--- src/rtl/instr_fetch_if.sv ---
// -----------------------------------------------------------------------------
// instr_fetch_if
// Bus bundle around the instruction fetch stage.
//   ROM side    : rom_addr (fetch -> ROM), rom_data (ROM -> fetch)
//   Decode side : ir, ir_pc, ir_valid (fetch -> decode), ir_ready (decode -> fetch)
//   Control     : fetch_en, br_valid, br_target (into fetch), halted (out of fetch)
// Modports:
//   master : the fetch stage itself
//   slave  : everything around it (ROM, decode, branch unit, run control)
// -----------------------------------------------------------------------------
interface instr_fetch_if #(
    parameter int ADDR_W = 4,
    parameter int DATA_W = 16
);
    logic              fetch_en;
    logic [ADDR_W-1:0] rom_addr;
    logic [DATA_W-1:0] rom_data;
    logic [DATA_W-1:0] ir;
    logic [ADDR_W-1:0] ir_pc;
    logic              ir_valid;
    logic              ir_ready;
    logic              br_valid;
    logic [ADDR_W-1:0] br_target;
    logic              halted;

    modport master (
        input  fetch_en,
        output rom_addr,
        input  rom_data,
        output ir,
        output ir_pc,
        output ir_valid,
        input  ir_ready,
        input  br_valid,
        input  br_target,
        output halted
    );

    modport slave (
        output fetch_en,
        input  rom_addr,
        output rom_data,
        input  ir,
        input  ir_pc,
        input  ir_valid,
        output ir_ready,
        output br_valid,
        output br_target,
        input  halted
    );
endinterface

--- src/rtl/instr_fetch.sv ---
// -----------------------------------------------------------------------------
// instr_fetch
// Fetch stage of the 16-bit CPU. Owns the PC, drives the synchronous ROM
// address, captures the returned word into the instruction register and
// offers it to decode over a valid/ready handshake. Supports single-cycle
// branch redirects and stops permanently (until reset) on a HALT opcode.
// Ports:
//   sys_clk : system clock, rising edge
//   rst_n   : asynchronous active-low reset
//   bus     : instr_fetch_if.master (ROM, decode handshake, branch, run control)
// -----------------------------------------------------------------------------
module instr_fetch #(
    parameter int                ADDR_W   = 4,
    parameter int                DATA_W   = 16,
    parameter logic [ADDR_W-1:0] RESET_PC = '0,
    parameter logic [3:0]        HALT_OP  = 4'hF
) (
    input  logic          sys_clk,
    input  logic          rst_n,
    instr_fetch_if.master bus
);

    typedef enum logic [2:0] {
        S_IDLE = 3'd0,
        S_REQ  = 3'd1,
        S_CAP  = 3'd2,
        S_HOLD = 3'd3,
        S_HALT = 3'd4
    } state_t;

    localparam logic [ADDR_W-1:0] PC_ONE = {{(ADDR_W-1){1'b0}}, 1'b1};

    state_t            state_r, state_nxt_s;
    logic [ADDR_W-1:0] pc_r, pc_nxt_s;
    logic [DATA_W-1:0] ir_r, ir_nxt_s;
    logic [ADDR_W-1:0] ir_pc_r, ir_pc_nxt_s;
    logic              ir_valid_r, ir_valid_nxt_s;
    logic              halted_r, halted_nxt_s;

    logic              handshake_s;
    logic              is_halt_s;
    logic              branch_s;

    assign handshake_s = ir_valid_r & bus.ir_ready;
    assign is_halt_s   = (ir_r[DATA_W-1 -: 4] == HALT_OP);
    // A halted core ignores redirects entirely.
    assign branch_s    = bus.br_valid & (state_r != S_HALT);

    // State register.
    always_ff @(posedge sys_clk or negedge rst_n) begin
        if (!rst_n) begin
            state_r <= S_IDLE;
        end else begin
            state_r <= state_nxt_s;
        end
    end

    // Next-state logic; a branch overrides every other transition.
    always_comb begin
        state_nxt_s = state_r;
        case (state_r)
            S_IDLE: begin
                if (branch_s) begin
                    state_nxt_s = S_IDLE;
                end else if (bus.fetch_en) begin
                    state_nxt_s = S_REQ;
                end else begin
                    state_nxt_s = S_IDLE;
                end
            end
            S_REQ: begin
                if (branch_s) begin
                    state_nxt_s = S_REQ;
                end else begin
                    state_nxt_s = S_CAP;
                end
            end
            S_CAP: begin
                if (branch_s) begin
                    state_nxt_s = S_REQ;
                end else begin
                    state_nxt_s = S_HOLD;
                end
            end
            S_HOLD: begin
                if (branch_s) begin
                    // A simultaneous handshake still consumes the word, but its
                    // HALT opcode (if any) loses to the redirect.
                    state_nxt_s = S_REQ;
                end else if (handshake_s) begin
                    if (is_halt_s) begin
                        state_nxt_s = S_HALT;
                    end else if (bus.fetch_en) begin
                        state_nxt_s = S_REQ;
                    end else begin
                        state_nxt_s = S_IDLE;
                    end
                end else begin
                    state_nxt_s = S_HOLD;
                end
            end
            S_HALT: begin
                state_nxt_s = S_HALT;
            end
            default: begin
                state_nxt_s = S_IDLE;
            end
        endcase
    end

    // Next values of PC, instruction register and status outputs.
    always_comb begin
        pc_nxt_s       = pc_r;
        ir_nxt_s       = ir_r;
        ir_pc_nxt_s    = ir_pc_r;
        ir_valid_nxt_s = ir_valid_r;
        halted_nxt_s   = halted_r;
        if (branch_s) begin
            // In CAP the ROM word for the old PC is simply not captured.
            pc_nxt_s       = bus.br_target;
            ir_valid_nxt_s = 1'b0;
        end else begin
            case (state_r)
                S_CAP: begin
                    ir_nxt_s       = bus.rom_data;
                    ir_pc_nxt_s    = pc_r;
                    ir_valid_nxt_s = 1'b1;
                    pc_nxt_s       = pc_r + PC_ONE;   // wraps modulo 2^ADDR_W
                end
                S_HOLD: begin
                    if (handshake_s) begin
                        ir_valid_nxt_s = 1'b0;
                        halted_nxt_s   = is_halt_s;
                    end else begin
                        ir_valid_nxt_s = 1'b1;
                    end
                end
                S_HALT: begin
                    ir_valid_nxt_s = 1'b0;
                    halted_nxt_s   = 1'b1;
                end
                default: begin
                    ir_valid_nxt_s = ir_valid_r;
                end
            endcase
        end
    end

    // Datapath and output registers.
    always_ff @(posedge sys_clk or negedge rst_n) begin
        if (!rst_n) begin
            pc_r       <= RESET_PC;
            ir_r       <= '0;
            ir_pc_r    <= '0;
            ir_valid_r <= 1'b0;
            halted_r   <= 1'b0;
        end else begin
            pc_r       <= pc_nxt_s;
            ir_r       <= ir_nxt_s;
            ir_pc_r    <= ir_pc_nxt_s;
            ir_valid_r <= ir_valid_nxt_s;
            halted_r   <= halted_nxt_s;
        end
    end

    assign bus.rom_addr = pc_r;
    assign bus.ir       = ir_r;
    assign bus.ir_pc    = ir_pc_r;
    assign bus.ir_valid = ir_valid_r;
    assign bus.halted   = halted_r;

endmodule
--- src/flat_wrapper.sv ---
// flat-port wrapper written by rule: the top's interface ports become plain ports
module instr_fetch_flat 
#(
    parameter int                ADDR_W   = 4,
    parameter int                DATA_W   = 16,
    parameter logic [ADDR_W-1:0] RESET_PC = '0,
    parameter logic [3:0]        HALT_OP  = 4'hF
)
  (sys_clk, rst_n, bus_fetch_en, bus_rom_addr, bus_rom_data, bus_ir, bus_ir_pc, bus_ir_valid, bus_ir_ready, bus_br_valid, bus_br_target, bus_halted);
  instr_fetch_if #(.ADDR_W(ADDR_W), .DATA_W(DATA_W)) bus_i ();
  input  logic sys_clk;
  input  logic rst_n;
  input wire logic [$bits(bus_i.fetch_en)-1:0] bus_fetch_en;
  output wire logic [$bits(bus_i.rom_addr)-1:0] bus_rom_addr;
  input wire logic [$bits(bus_i.rom_data)-1:0] bus_rom_data;
  output wire logic [$bits(bus_i.ir)-1:0] bus_ir;
  output wire logic [$bits(bus_i.ir_pc)-1:0] bus_ir_pc;
  output wire logic [$bits(bus_i.ir_valid)-1:0] bus_ir_valid;
  input wire logic [$bits(bus_i.ir_ready)-1:0] bus_ir_ready;
  input wire logic [$bits(bus_i.br_valid)-1:0] bus_br_valid;
  input wire logic [$bits(bus_i.br_target)-1:0] bus_br_target;
  output wire logic [$bits(bus_i.halted)-1:0] bus_halted;
  assign bus_i.fetch_en = bus_fetch_en;
  assign bus_rom_addr = bus_i.rom_addr;
  assign bus_i.rom_data = bus_rom_data;
  assign bus_ir = bus_i.ir;
  assign bus_ir_pc = bus_i.ir_pc;
  assign bus_ir_valid = bus_i.ir_valid;
  assign bus_i.ir_ready = bus_ir_ready;
  assign bus_i.br_valid = bus_br_valid;
  assign bus_i.br_target = bus_br_target;
  assign bus_halted = bus_i.halted;
  instr_fetch #(.ADDR_W(ADDR_W), .DATA_W(DATA_W), .RESET_PC(RESET_PC), .HALT_OP(HALT_OP)) u_core (.sys_clk(sys_clk), .rst_n(rst_n), .bus(bus_i));
endmodule
--- config.mk ---
export PLATFORM = sky130hd
export DESIGN_NAME = instr_fetch_flat
export DESIGN_NICKNAME = d
export VERILOG_FILES = /design/src/rtl/instr_fetch_if.sv /design/src/rtl/instr_fetch.sv /design/src/flat_wrapper.sv
export SDC_FILE = /design/constraint.sdc
export NUM_CORES = 1
export LEC_CHECK = 0
export ABC_AREA = 1
export BUFFER_PORTS_ARGS = -buffer_cell sky130_fd_sc_hd__buf_2
export CORE_AREA = 2 2 62 64
export DETAILED_ROUTE_END_ITERATION = 7
export DIE_AREA = 0 0 64 66
export HOLD_SLACK_MARGIN = 0.12
export PLACE_DENSITY = 0.71
export SYNTH_ARGS = -nofsm -noshare
export SYNTH_HDL_FRONTEND = slang
export SYNTH_SLANG_ARGS = --single-unit
export TNS_END_PERCENT = 10
--- constraint.sdc ---
create_clock -name sys_clk -period 1.7 [get_ports sys_clk]
set_input_delay 0.34 -clock sys_clk [delete_from_list [all_inputs] [get_ports sys_clk]]
set_output_delay 0.34 -clock sys_clk [all_outputs]
set_load 0.01 [all_outputs]
==> results of run 1 <==
==> critical path, stage by stage, from the launching register on <==
cell,delay [ps]
dfrtp_1,460
inv_2,120
nand3_4,110
nor2_8,190
buf_4,220
nand2_1,60
nand3_1,80
==> Yosys cell counts, drive strengths merged <==
cell type	n
nand4	5
xor2	1
a21oi	2
buf	4
or2	1
nor3	1
ha	1
o21a	1
nand3	10
dfrtp	29
inv	12
nand3b	1
nor2	5
o21ai	2
nand2	86
==> power by group through the flow <==
stage               registers [mW]  logic, mW  clock network [mW]
CTS                           1.18       1.02               0.440
global placement              1.19      0.992                   0
finish                        1.18       1.00               0.413
floorplan                     1.29      0.524                   0
global route                  1.21       1.15               0.477
detailed placement            1.19       1.02                   0
==> final cells by class <==
class / instances / area, um^2
Fill cell: 362 / 1850
Inverter: 12 / 47.5
Sequential cell: 29 / 726
Clock buffer: 7 / 55.1
Multi-Input combinational cell: 116 / 544
Timing Repair Buffer: 52 / 268
Tap cell: 48 / 60.1
==> path summary, 6_finish.rpt <==
path | endpoint | start | cells past startpoint | slack [ps]
max | u_core.bus.rom_addr[2]$_DFFE_PN0P_ | u_core.state_r[2]$_DFF_PN0_ | 6 | 400
min | u_core.bus.ir[0]$_DFFE_PN0P_ | bus_rom_data[0] | 3 | 220
max reg2reg | u_core.bus.rom_addr[2]$_DFFE_PN0P_ | u_core.state_r[2]$_DFF_PN0_ | 6 | 400
min reg2reg | u_core.bus.ir[11]$_DFFE_PN0P_ | u_core.bus.ir[11]$_DFFE_PN0P_ | 2 | 470
max in group asynchronous | u_core.bus.ir_pc[0]$_DFFE_PN0P_ | rst_n | 2 | 710
min in group asynchronous | u_core.state_r[2]$_DFF_PN0_ | rst_n | 2 | 570
==> flip-flops by register name, summed over array words and instances (netlist names) <==
name                 flops
u_core.bus.rom_addr      4
u_core.bus.ir           16
u_core.bus.halted        1
u_core.bus.ir_valid      1
u_core.state_r           3
u_core.bus.ir_pc         4
==> layer usage <==
layer,routed length (um),global-route usage,share of wire
met5,0,0,0
met4,47,0.0734,0.016
met3,207,0.0716,0.070
met2,1290,0.233,0.44
met1,1410,0.195,0.48
==> stage by stage <==
step                std cells  power (mW)   util  hold slack (ps)
floorplan                 161        1.82      -             44.4
global placement          256        2.18  0.461              407
detailed placement        256        2.20  0.461              407
CTS                       264        2.64  0.479              201
global route              264        2.84  0.479              196
finish                    264        2.59  0.479              219
==> cells by family after synthesis <==
logic type | after synthesis | share of synthesized area
AO/OA/AOI/OAI | 5 | 0.0257
flip-flops | 29 | 0.533
buffers and inverters | 16 | 0.0680
XOR/XNOR | 1 | 0.00643
adder cells (fa/ha/maj) | 1 | 0.00918
AND/OR/NAND/NOR | 109 | 0.358
==> repair_timing <==
item / CTS / global route
hold buffers: 1 / 0
endpoints found under the hold margin: 29 / 0
gates resized for setup: 0 / 0
==> results.ini, run 1 <==
[place]
gp_congestion = 0.824
dp_hpwl_um = 2200
port_buffers = 50
dpl_cell_area_um2 = 1640
place_ws_ps = 402

[drt]
antenna_left = 0
vias_per_cell = 4.44
route.detailed.drc = 0
drtPass1Iterations = 4
vias = 1171
wirelength_um = 2950
wire_per_inst_um = 11.2
drtIter0Drc = 45

[clock_tree]
clk_latency_ps = 320
cts_setup_buffers = 0
cts_sinks = 29
clkTransAtPathRegs_ps = 80
numCtsBuffers = 5
cts_buffer_depth = 2
h-tree-depth = 2
clockRootBuffer = clkbuf_4
cts_tree = done

[sta]
min_period_over_period = 0.767
fin_tns_setup_ps = 0
slew_headroom = 0.576
rsz0062_at_grt = no
tightest_slew_ps = 636
finalSetupViolCount = 0
hold_viol_final = 0
fin_worst_skew_ps = 4.97
report.final.slew_viol_count = 0
layout_setup_ws_ps = 396
max_freq_mhz = 767
fin_crit_ps = 1300

[synthesis]
ys_ff_latch = 29
yosysSeqAreaShare = 0.533
synth_top_area_cell = dfrtp_1
synth.avg_cell_area_um2 = 8.46
synthesis.nets = 187
synth.top_cell.area_share = 0.533
synthCells = 161
synth_area_leaders = dfrtp_1, nand2_1, nand3_1
syn-cell-area_um2 = 1360
synth_cell_types = 21
yosysWarnings = 0

[floorplanning]
initial_core_util = 0.384
die_height_um = 66
core_um2 = 3550
std_cell_rows = 22
fp.dieW_um = 64
die_area_um2 = 4220
ios = 51

[pwr]
netSwitchingFraction = 0.392
p_int_mw = 1.58
p_switching_mw = 1.01
p_clk_frac = 0.160
comb_power_share = 0.387
leakage_nw = 1.01
p_per_area_nw_per_um2 = 1520
ir_drop_uv = 625
power_frac_seq = 0.454

[global_routing]
gr-total-overflow = 0
grt_first_pass_wirelength_um = 4890
antenna_found_initial = 0
grt_max_degree = 30
grt_pass1_vias = 1079
grtUsageTotal = 0.157

[worst_setup_path]
startpoint_type = flip-flop
crit_type = reg -> reg
crit_fanout = 12
cp_data_arrival_time_ps = 1560
worstPathRequired_ps = 1950
crit_path_end_kind = flip-flop

[finish]
drive_gt1_frac = 0.315
synthToLayoutAreaGrowth_pct = 24.8
final_common_cell = nand2_1
design_area_um2 = 1700
fin_nets = 242
mostFrequentLayoutCells = nand2_1, buf_2, dfrtp_1
antenna_cells = 0

[job]
max-cap-violations = 0

[outcome]
status = completed

[worst_hold_path]
hold_path.class = in -> reg

No activity file was read; power rests on OpenSTA's default activity.
==> inputs of run 2 (changes only) <==
--- a/config.mk
+++ b/config.mk
@@ -11,7 +11,7 @@
 export DETAILED_ROUTE_END_ITERATION = 7
 export DIE_AREA = 0 0 64 66
 export HOLD_SLACK_MARGIN = 0.12
-export PLACE_DENSITY = 0.71
+export PLACE_DENSITY = 0.74
 export SYNTH_ARGS = -nofsm -noshare
 export SYNTH_HDL_FRONTEND = slang
 export SYNTH_SLANG_ARGS = --single-unit
==> constraint.sdc (replaced) <==
create_clock -name sys_clk -period 1.1 [get_ports sys_clk]
set_input_delay 0.22 -clock sys_clk [delete_from_list [all_inputs] [get_ports sys_clk]]
set_output_delay 0.22 -clock sys_clk [all_outputs]
set_load 0.01 [all_outputs]
==> results.ini, run 2 (synthesis gave the netlist of run 1 again) <==
[drt]
wirelength_um = 3240  ; was 2950 um
route.detailed.drc = 0  ; unchanged
wire_per_inst_um = 10.9  ; was 11.2 um
drtPass1Iterations = 4  ; unchanged
vias = 1335  ; was 1171
drtIter0Drc = 47  ; was 45
vias_per_cell = 4.49  ; was 4.44
antenna_left = 0  ; unchanged

[clock_tree]
cts_sinks = 29  ; unchanged
clkTransAtPathRegs_ps = 90  ; was 80 ps
clk_latency_ps = 330  ; was 320 ps
numCtsBuffers = 5  ; unchanged
cts_tree = done  ; unchanged
clockRootBuffer = clkbuf_4  ; unchanged
cts_buffer_depth = 2  ; unchanged
h-tree-depth = 2  ; unchanged

[place]
port_buffers = 50  ; unchanged
dp_hpwl_um = 2210  ; was 2200 um
dp.cells = 265  ; was 256
gp_congestion = 0.895  ; was 0.824

[finish]
final_common_cell = nand2_1  ; unchanged
synthToLayoutAreaGrowth_pct = 53.7  ; was 24.8%
multi_input_area_um2 = 564  ; was 544 um^2
fillers = 312  ; was 362
antenna_cells = 0  ; unchanged
largest_reg_flops = 16  ; unchanged
regArea_um2 = 729  ; was 726 um^2
drive_gt1_frac = 0.353  ; was 0.315
mostFrequentLayoutCells = nand2_1, buf_2, dfrtp_1  ; unchanged
stdcell_count = 297  ; was 264
fin_nets = 274  ; was 242

[pwr]
leakage_nw = 1.19  ; was 1.01 nW
ir_drop_uv = 1270  ; was 625 uV
p_per_area_nw_per_um2 = 2220  ; was 1520 nW/um^2

[sta]
layout_setup_ws_ps = -88.4  ; was 396 ps
hold_viol_final = 0  ; unchanged
min_period_over_period = 1.08
slew_headroom = 0.789  ; was 0.576
whs_ps = 189  ; was 219 ps
max_freq_mhz = 841
report.final.slew_viol_count = 0  ; unchanged
fin_worst_skew_ps = 12.9  ; was 4.97 ps
tightest_slew_ps = 314  ; was 636 ps
finalSetupViolCount = 29  ; was 0
rsz0062_at_grt = yes  ; was no
fin_crit_ps = 1190

[worst_setup_path]
worstPathRequired_ps = 880  ; was 1950 ps
crit_type = reg -> out  ; was reg -> reg
cp_data_arrival_time_ps = 970  ; was 1560 ps
crit_fanout = 2  ; was 12
startpoint = u_core.bus.rom_addr[1]$_DFFE_PN0P_  ; was u_core.state_r[2]$_DFF_PN0_
crit_path_end_kind = output port  ; was flip-flop
r2r-start = u_core.state_r[2]$_DFF_PN0_  ; unchanged
startpoint_type = flip-flop  ; unchanged

[worst_hold_path]
hold_path.class = in -> reg  ; unchanged
hp-start = bus_br_target[1]  ; was bus_rom_data[0]

[outcome]
violations = setup timing
status = finished, violations left  ; was completed

[global_routing]
gr-total-overflow = 0  ; unchanged
grt_first_pass_wirelength_um = 5280  ; was 4890 um
antenna_found_initial = 0  ; unchanged
grt_max_degree = 30  ; unchanged
grtUsageTotal = 0.167  ; was 0.157
grt_pass1_vias = 1192  ; was 1079

[floorplanning]
initial_core_util = 0.384  ; unchanged
std_cell_rows = 22  ; unchanged
fp.dieW_um = 64  ; unchanged
die_area_um2 = 4220  ; unchanged
die_height_um = 66  ; unchanged
core_um2 = 3550  ; unchanged
ios = 51  ; unchanged

[job]
max-cap-violations = 0  ; unchanged

run 2: per-stage QoR:
stage	cell area (um^2)	utilization	setup TNS (ps)	power [mW]	setup WS, ps
global placement	1720	0.483	-233	3.45	-36.6
detailed placement	1720	0.483	-1070	3.50	-59.6
floorplan	1360	-	-403	2.81	-22.8
finish	2090	0.590	-1350	4.64	-88.4
CTS	2070	0.584	-1160	4.61	-92.6
global route	2090	0.590	-3960	5.02	-135
run 2: critical path, cell delays in order (launching register included):
cell	delay [ps]
dfrtp_1	410
buf_6	130
buf_6	110
run 2: worst paths after layout:
path | to | slack (ps) | cells after the start
worst min register to register | u_core.bus.ir_pc[2]$_DFFE_PN0P_ | 470 | 2
worst min-delay path | u_core.bus.rom_addr[1]$_DFFE_PN0P_ | 190 | 4
worst max-delay path | bus_rom_addr[1] | -90 | 2
worst max register to register | u_core.bus.ir_pc[0]$_DFFE_PN0P_ | -80 | 5
min in group asynchronous | u_core.bus.ir[4]$_DFFE_PN0P_ | 360 | 3
max in group asynchronous | u_core.state_r[1]$_DFF_PN0_ | 560 | 3
run 2: routing by layer:
layer | vias to the layer above | share of wire | GRT usage
li1 | 681 | - | -
met1 | 607 | 0.44 | 0.202
met2 | 41 | 0.47 | 0.271
met3 | 6 | 0.072 | 0.0613
met4 | 0 | 0.012 | 0.0625
met5 | - | 0 | 0
run 2: area by class of cell:
cell class / instances / share of cell area
clock buffer: 7 / 0.0263
clock inverter: 1 / 0.0143
inverter: 12 / 0.0251
multi-input combinational: 116 / 0.269
sequential: 29 / 0.348
tap: 48 / 0.0287
timing repair buffer: 84 / 0.288
run 2: power by group:
part / switching [mW] / internal [mW] / leakage (nW)
clock: 0.364 / 0.543 / 0.0455
sequential: 0.291 / 1.50 / 0.359
combinational: 1.04 / 0.898 / 0.783
run 2: repair_timing:
action,4_1_cts,5_1_grt
setup buffers,5,0
endpoints found under the hold margin,47,0
hold buffers,19,0
pin swaps,0,1
resized for setup,9,7
gates cloned,0,0
endpoints found under the setup margin,36,54
==> inputs of run 3 (changes only) <==
--- a/config.mk
+++ b/config.mk
@@ -15,4 +15,4 @@
 export SYNTH_ARGS = -nofsm -noshare
 export SYNTH_HDL_FRONTEND = slang
 export SYNTH_SLANG_ARGS = --single-unit
-export TNS_END_PERCENT = 10
+export TNS_END_PERCENT = 30
==> results.ini, run 3 (synthesis gave the netlist of run 1 again) <==
[pwr]
power_mw = 5.08  ; was 4.64 mW
p_int_mw = 3.17  ; was 2.95 mW
p_per_area_nw_per_um2 = 2220  ; about the same
ir_drop_uv = 1290  ; was 1270 uV
p_switching_mw = 1.91  ; was 1.70 mW
p_clk_frac = 0.179  ; was 0.195
leakage_nw = 1.26  ; was 1.19 nW
netSwitchingFraction = 0.376  ; was 0.366
power_frac_seq = 0.362  ; was 0.387
comb_power_share = 0.459  ; was 0.418

[floorplanning]
ios = 51  ; unchanged
core_um2 = 3550  ; unchanged
std_cell_rows = 22  ; unchanged
fp.dieW_um = 64  ; unchanged
initial_core_util = 0.384  ; unchanged
die_area_um2 = 4220  ; unchanged
die_height_um = 66  ; unchanged

[finish]
final_common_cell = nand2_1  ; unchanged
final_core_util = 0.646  ; was 0.590
antenna_cells = 0  ; unchanged
fin_nets = 284  ; was 274
mostFrequentLayoutCells = nand2_1, buf_2, dfrtp_1  ; unchanged
drive_gt1_frac = 0.475  ; was 0.353
synthToLayoutAreaGrowth_pct = 68.2  ; was 53.7%
largest_reg_flops = 16  ; unchanged

[sta]
fin_crit_ps = 1230  ; was 1190 ps
fin_worst_skew_ps = 11.3  ; was 12.9 ps
hold_viol_final = 0  ; unchanged
whs_ps = 201  ; was 189 ps
slew_headroom = 0.808  ; was 0.789
max_freq_mhz = 815  ; was 841 MHz
tightest_slew_ps = 288  ; was 314 ps
report.final.slew_viol_count = 0  ; unchanged
layout_setup_ws_ps = -127  ; was -88.4 ps
rsz0062_at_grt = yes  ; unchanged
fin_tns_setup_ps = -1890  ; was -1350 ps
min_period_over_period = 1.12  ; was 1.08
finalSetupViolCount = 36  ; was 29

[worst_hold_path]
hold_depth = 4  ; unchanged
hold_path.class = in -> reg  ; unchanged

[clock_tree]
h-tree-depth = 2  ; unchanged
cts_tree = done  ; unchanged
cts_buffer_depth = 2  ; unchanged
numCtsBuffers = 5  ; unchanged
clk_latency_ps = 330  ; about the same
clockRootBuffer = clkbuf_4  ; unchanged
cts_sinks = 29  ; unchanged
clkTransAtPathRegs_ps = 90  ; about the same

[worst_setup_path]
worst_path_largest_cell_delay_ps = 470  ; was 410 ps
startpoint = u_core.state_r[1]$_DFF_PN0_  ; was u_core.bus.rom_addr[1]$_DFFE_PN0P_
crit_type = reg -> reg  ; was reg -> out
worstPathRequired_ps = 1330  ; was 880 ps
cp_data_arrival_time_ps = 1450  ; was 970 ps
rrSetupSlack_ps = -130  ; was -80 ps
path_cells = nand3_4 -> nor2_4 -> buf_12 -> buf_4 -> o21a_1  ; was buf_6 -> buf_6
r2r-start = u_core.state_r[1]$_DFF_PN0_  ; was u_core.state_r[2]$_DFF_PN0_
reg2reg_depth = 5  ; unchanged
cp_slowest_cell = dfrtp_2  ; was dfrtp_1
r2r_end = u_core.bus.ir_pc[0]$_DFFE_PN0P_  ; unchanged
crit_path_end_kind = flip-flop  ; was output port
critPathCapture = u_core.bus.ir_pc[0]$_DFFE_PN0P_  ; was bus_rom_addr[1]
crit_fanout = 5  ; was 2
startpoint_type = flip-flop  ; unchanged

[outcome]
status = finished, violations left  ; unchanged
violations = setup timing  ; unchanged

[global_routing]
grt_pass1_vias = 1320  ; was 1192
grt_max_degree = 30  ; unchanged
grt_first_pass_wirelength_um = 5930  ; was 5280 um
antenna_found_initial = 0  ; unchanged
grtUsageTotal = 0.187  ; was 0.167
gr-total-overflow = 0  ; unchanged

[drt]
drtPass1Iterations = 4  ; unchanged
drtIter0Drc = 51  ; was 47
route.detailed.drc = 0  ; unchanged
vias = 1408  ; was 1335
wire_per_inst_um = 12.2  ; was 10.9 um
antenna_left = 0  ; unchanged
wirelength_um = 3740  ; was 3240 um
vias_per_cell = 4.59  ; was 4.49

[place]
gp_congestion = 0.895  ; unchanged
port_buffers = 50  ; unchanged
dp_hpwl_um = 2210  ; unchanged

[job]
max-cap-violations = 0  ; unchanged

[run 3: cell types whose count changed in the layout (fill, tap and decap cells not counted), sizes merged]
cell,change
buf,+7
clkinv,+1
inv,+1
nor2,+1
[run 3: worst min-delay path by stage]
stage / start / endpoint / slack [ps]
5_1_grt: bus_br_target[3] / u_core.bus.rom_addr[3]$_DFFE_PN0P_ / 200
4_1_cts: bus_br_target[1] / u_core.bus.rom_addr[1]$_DFFE_PN0P_ / 170
3_3_place_gp: rst_n / u_core.bus.ir[5]$_DFFE_PN0P_ / 180
2_1_floorplan: rst_n / u_core.bus.halted$_DFFE_PN0P_ / -80
3_5_place_dp: rst_n / u_core.bus.ir[5]$_DFFE_PN0P_ / 180
6_report: bus_br_target[3] / u_core.bus.rom_addr[3]$_DFFE_PN0P_ / 200
[run 3: per-stage QoR]
stage / cells / worst slack (ps) / area, um^2
after global placement: 265 / -36.6 / 1720
after global routing: 307 / -169 / 2290
final: 307 / -127 / 2290
after CTS: 306 / -92.6 / 2200
after floorplan: 161 / -22.8 / 1360
after detailed placement: 265 / -59.6 / 1720
[run 3: layer usage]
metal / global-route usage / share of wire / vias up
li1: - / - / 702
met1: 0.224 / 0.43 / 651
met2: 0.313 / 0.49 / 47
met3: 0.0613 / 0.063 / 8
met4: 0.0679 / 0.016 / 0
met5: 0 / 0 / -
[run 3: critical path: cells and delay by family, from the launching register on]
family                 cells  cell delay, ps
AOI/OAI and AO/OA          1             160
and+or+nand+nor            2             240
DFF                        1             470
buffers and inverters      2             270
[run 3: layout make-up]
type	instances	area (um^2)
Clock buffer	7	55.1
Clock inverter	1	30.0
Fill cell	282	1260
Timing Repair inverter	2	15.0
Inverter	12	57.6
Sequential cell	29	729
Timing Repair Buffer	91	676
Tap cell	48	60.1
Multi-Input combinational cell	117	669
[run 3: repair_timing]
item                                    in CTS  in global routing
gates resized for setup                     29                 23
endpoints found under the setup margin      36                 54
cloned                                       3                  0
setup buffers                               11                  1
hold buffers                                19                  0
endpoints found under the hold margin       47                  0
pin swaps                                    4                  6
[run 3: power by group through the flow]
stage | Combinational (mW) | Sequential, mW | Clock, mW
2_1_floorplan | 0.810 | 2.00 | 0
3_3_place_gp | 1.66 | 1.79 | 0
3_5_place_dp | 1.69 | 1.80 | 0
5_1_grt | 2.58 | 1.91 | 0.986
4_1_cts | 2.15 | 1.79 | 0.926
6_report | 2.33 | 1.84 | 0.908
